[src/rtl/risc_v_defs.sv]
// Shared definitions for the risc_v core slice: bus width defaults and the
// response-route encoding used by the memory arbiter.
package risc_v_defs;

  localparam int unsigned ADDR_W = 32;
  localparam int unsigned DATA_W = 32;

  typedef enum logic [1:0] {
    ROUTE_NONE,
    ROUTE_IF,
    ROUTE_D
  } route_t;

endpackage

[src/rtl/mem_arbiter_starve_cnt.sv]
// Saturating 4-bit counter of consecutive denied fetch cycles; sat flags
// that the limit has been reached.
module starve_cnt #(
  parameter int unsigned STARVE_MAX = 4
) (
  input  logic clk,
  input  logic rst,
  input  logic inc,
  input  logic clr,
  output logic sat
);

  localparam logic [3:0] MAX = 4'(STARVE_MAX);

  logic [3:0] cnt;

  always_ff @(posedge clk) begin
    if (rst || clr) begin
      cnt <= '0;
    end else if (inc && (cnt != MAX)) begin
      cnt <= cnt + 4'd1;
    end
  end

  assign sat = (cnt == MAX);

endmodule

[src/rtl/mem_arbiter.sv]
// Arbitrates one single-port synchronous-read memory between instruction
// fetch and load/store; data wins unless fetch has been starved too long.
module mem_arbiter
  import risc_v_defs::*;
#(
  parameter int unsigned ADDR_W     = risc_v_defs::ADDR_W,
  parameter int unsigned DATA_W     = risc_v_defs::DATA_W,
  parameter int unsigned STARVE_MAX = 4
) (
  input  logic                clk,
  input  logic                rst,
  input  logic                if_req,
  input  logic [ADDR_W-1:0]   if_addr,
  output logic                if_gnt,
  output logic                if_rvalid,
  output logic [DATA_W-1:0]   if_rdata,
  input  logic                d_req,
  input  logic                d_we,
  input  logic [ADDR_W-1:0]   d_addr,
  input  logic [DATA_W-1:0]   d_wdata,
  input  logic [DATA_W/8-1:0] d_be,
  output logic                d_gnt,
  output logic                d_rvalid,
  output logic [DATA_W-1:0]   d_rdata,
  output logic                mem_en,
  output logic                mem_we,
  output logic [ADDR_W-1:0]   mem_addr,
  output logic [DATA_W-1:0]   mem_wdata,
  output logic [DATA_W/8-1:0] mem_be,
  input  logic [DATA_W-1:0]   mem_rdata
);

  logic   starved;
  route_t route, route_next;

  starve_cnt #(.STARVE_MAX(STARVE_MAX)) u_starve_cnt (
    .clk (clk),
    .rst (rst),
    .inc (if_req && !if_gnt),
    .clr (if_gnt || !if_req),
    .sat (starved)
  );

  // Grants depend only on requests and registered state, never on mem_rdata.
  always_comb begin
    if_gnt = 1'b0;
    d_gnt  = 1'b0;
    if (!rst) begin
      if (d_req && !(if_req && starved)) begin
        d_gnt = 1'b1;
      end else if (if_req) begin
        if_gnt = 1'b1;
      end
    end
  end

  assign mem_en    = if_gnt | d_gnt;
  assign mem_we    = d_gnt & d_we;
  assign mem_addr  = d_gnt ? d_addr : if_addr;
  assign mem_wdata = d_gnt ? d_wdata : '0;
  assign mem_be    = d_gnt ? d_be : '0;

  always_comb begin
    route_next = ROUTE_NONE;
    if (if_gnt) begin
      route_next = ROUTE_IF;
    end else if (d_gnt && !d_we) begin
      route_next = ROUTE_D;
    end
  end

  always_ff @(posedge clk) begin
    if (rst) begin
      route <= ROUTE_NONE;
    end else begin
      route <= route_next;
    end
  end

  assign if_rvalid = (route == ROUTE_IF);
  assign d_rvalid  = (route == ROUTE_D);
  assign if_rdata  = mem_rdata;
  assign d_rdata   = mem_rdata;

endmodule

[config.mk]
export PLATFORM = sky130hd
export DESIGN_NAME = mem_arbiter
export DESIGN_NICKNAME = d
export VERILOG_FILES = /design/src/rtl/risc_v_defs.sv /design/src/rtl/mem_arbiter_starve_cnt.sv /design/src/rtl/mem_arbiter.sv
export SDC_FILE = /design/constraint.sdc
export NUM_CORES = 1
export LEC_CHECK = 0
export CORE_AREA = 4 4 106 108
export CTS_CLUSTER_DIAMETER = 60
export DETAILED_ROUTE_END_ITERATION = 10
export DIE_AREA = 0 0 110 112
export PLACE_DENSITY = 0.63
export RECOVER_POWER = 50
export SLEW_MARGIN = 5
export SYNTH_ARGS = -nofsm -noshare
export SYNTH_HDL_FRONTEND = slang
export SYNTH_SLANG_ARGS = --single-unit
[constraint.sdc]
create_clock -name clk -period 2.3 [get_ports clk]
set_clock_uncertainty 0.2 [all_clocks]
set_input_delay 0.23 -clock clk [delete_from_list [all_inputs] [get_ports clk]]
set_output_delay 0.23 -clock clk [all_outputs]
set_load 0.02 [all_outputs]
==> summary.md <==
| Metric | Value |
|---|---|
| Run status | `finished, violations left` |
| Failing checks | `negative setup slack` |
| Cell Area, Synth | `1410 um2` |
| Crit path arrival time | `1.96 ns` |
| Yosys top cell area share | `0.340` |
| Placed Cells | `426` |
| Post-DRT Antenna Nets | `0` |
| Hold buffer count at CTS | `0` |
| Synth warn | `0` |
| Die Y | `112 um` |
| CP Class | `flip-flop to output port` |
| Combinational share of power | `0.713` |
| P_leak | `1.54 nW` |
| Final hold vios | `0` |
| Vias in the first global route | `1683` |
| Post-synth cell types | `21` |
| Worst-path maximum fanout | `7` |
| Switching pwr | `286 uW` |
| Critical path cell sequence | `inv_2 -> ha_4 -> and3b_2 -> a21oi_4 -> buf_12 -> buf_8 -> buf_16 -> mux2_4 -> buf_6` |
| Synth async-reset ratio | `0` |
| Ys flop type | `dfxtp_1` |
| Detailed Place HPWL | `5670 um` |
| Insertion delay to the later sink of the worst-skew pair | `0.22 ns` |
| Sink Count | `6` |
| Ant. Diodes | `0` |
| Startpoint Class | `flip-flop` |
| Starting Density | `0.138` |
| Total iterations of the first detailed-routing run | `3` |
| TritonCTS clock tree | `yes` |
| Slew @ Worst Pin | `0.217 ns` |
| Post-Place Setup Slack | `-0.414 ns` |
| Initial drt markers | `26` |
| Max Slew Vio Count | `0` |
| Register area share after synthesis | `0.0850` |
| Post-synth top area cell | `buf_4` |
| Routed vias/inst | `3.66` |
| WL final | `7520 um` |
| Slew HR | `0.855` |
| CTS Buf Count | `3` |
| Share of layout cells above drive strength 1 | `0.548` |
| Die Span X | `110 um` |
| DRC viols | `0` |
| Yosys reg bits | `6` |
| Core Box Area | `10200 um2` |
| Maxcap violations | `0` |
| Root Buffer | `clkbuf_8` |
| Period minus WS final | `2.39 ns` |
| Clock Path Buffers | `2` |
| CP required | `1.87 ns` |
| Post-synth EDFFs | `0` |
| Syn nets | `310` |
| Switching Share | `0.308` |
| Most frequent cell after synthesis | `buf_4` |
| First-pass GRT wire length | `9620 um` |
| Pin count of the biggest net entering global routing | `26` |
| Average wire per standard cell | `16.9 um` |
| Syn avg cell area | `8.27 um2` |
| IR drop worst, VDD | `0.141 mV` |
| PwrDens | `270 nW/um2` |
| Crit path capture type | `output port` |
| Final net count | `451` |
| GR Overflow Total | `0` |
| DR vias | `1632` |
| Clk pin slew, worst setup/hold paths | `0.03 ns` |
| # IOs | `275` |
| Port Buffers | `178` |
| Final Instance Count excl. Fillers | `446` |
| Setup ws final | `-0.0910 ns` |
| Crit path largest cell delay | `0.32 ns` |
| CTS H-tree lvls | `1` |
| Clock power frac | `0.171` |
| Synth top cells by count | `64 x buf_4, 37 x and2_1, 30 x mux2_2` |
| Die ar. | `12300 um2` |
| Fmax | `418 MHz` |
| GPL Wtd Cong | `0.837` |
| Fin crit share | `1.04` |
| Num rows | `37` |
| P_int | `644 uW` |
| Area Overhead vs Synth | `144%` |
| Cells after synthesis | `171` |
| CP max-delay cell | `dfxtp_2` |
| Total GRT Usage | `0.105` |
| Initial antenna violation count | `1` |
| Final setup viols | `32` |
| Worst min-delay path category | `primary input to output port` |
| Sequential power share | `0.116` |
| Unrepaired setup endpoints after global routing | `true` |
| Area contributors post-synth | `buf_4 34%, mux2_2 24%, and2_1 16%` |
[layer usage]
metal | vias to the layer above | wire length (um) | global-route usage
met2 | 116 | 3760 | 0.188
li1 | 760 | - | -
met4 | 2 | 181 | 0.0399
met3 | 28 | 946 | 0.0406
met5 | - | 20 | 0
met1 | 726 | 2610 | 0.109
[power by group through the flow]
stage	Sequential, mW	Clock [mW]	Combinational (mW)
6_report	0.108	0.159	0.663
4_1_cts	0.108	0.169	0.581
5_1_grt	0.109	0.170	0.698
3_3_place_gp	0.109	0	0.544
2_1_floorplan	0.110	0	0.361
3_5_place_dp	0.110	0	0.547
[path summary, 6_finish.rpt]
kind,slack (ns),startpoint,depth (start not counted),endpoint
hold / removal,0.26,mem_rdata[25],0,if_rdata[25]
hold reg to reg,0.31,u_starve_cnt.cnt[0],2,u_starve_cnt.cnt[0]
setup reg to reg,0.53,u_starve_cnt.cnt[0],9,route[1]
setup / recovery,-0.09,u_starve_cnt.cnt[0],9,mem_addr[13]
[cells in the final DEF, fill, tap and decap left out, types with 6 or more instances in the layout]
cell type / Yosys / layout
nor2_1: 6 / 6
clkdlybuf4s50_1: 0 / 107
mux2_4: 0 / 25
and2_1: 37 / 9
buf_4: 64 / 10
and2_4: 0 / 28
buf_6: 3 / 61
mux2_2: 30 / 7
buf_2: 1 / 12
[registers in the layout, indices dropped and copies added (netlist names)]
name	count
u_starve_cnt.cnt	4
route	2
[layout make-up]
| cell class | count | area (um2) |
|---|---|---|
| multi-input cells | 91 | 928 |
| clock buffers | 3 | 41.3 |
| well taps | 136 | 170 |
| fillers | 1050 | 6780 |
| flip-flops and latches | 6 | 123 |
| inverters | 3 | 11.3 |
| repair buffers | 207 | 2170 |
[timing repair]
| action | in CTS | in global routing |
|---|---|---|
| pin swaps | 6 | 25 |
| gates resized for setup | 350 | 119 |
| setup endpoints to repair | 71 | 64 |
| setup buffers | 7 | 6 |
| cloned | 4 | 2 |
[critical path, delay by kind of cell, from the launching register on]
kind	cells	cell delay (ns)
flops	1	0.32
fa+ha+maj	1	0.14
simple gates	1	0.22
buf+inv	5	0.54
compound gates	1	0.19
mux	1	0.31
[cell families after synthesis]
logic type | share of synthesized area
buffers and inverters | 0.384
xor gates and xnor gates | 0.00620
muxes | 0.262
and+or+nand+nor | 0.234
DFF | 0.0850
AOI/OAI and AO/OA | 0.0115
adders and majority gates | 0.0177
[metrics by stage]
step                hold WS [ns]  power, mW  cell area (um2)   util  setup TNS, ns
global placement           0.260      0.654             2940  0.287         -16.54
floorplan                  0.102      0.470             1410      -              0
global route               0.260      0.977             3450  0.337          -5.15
finish                     0.260      0.930             3450  0.337          -1.60
detailed placement         0.260      0.657             2940  0.287         -18.86
CTS                        0.260      0.859             3070  0.300          -3.24
Note: power is estimated with default switching activity, not from simulation.
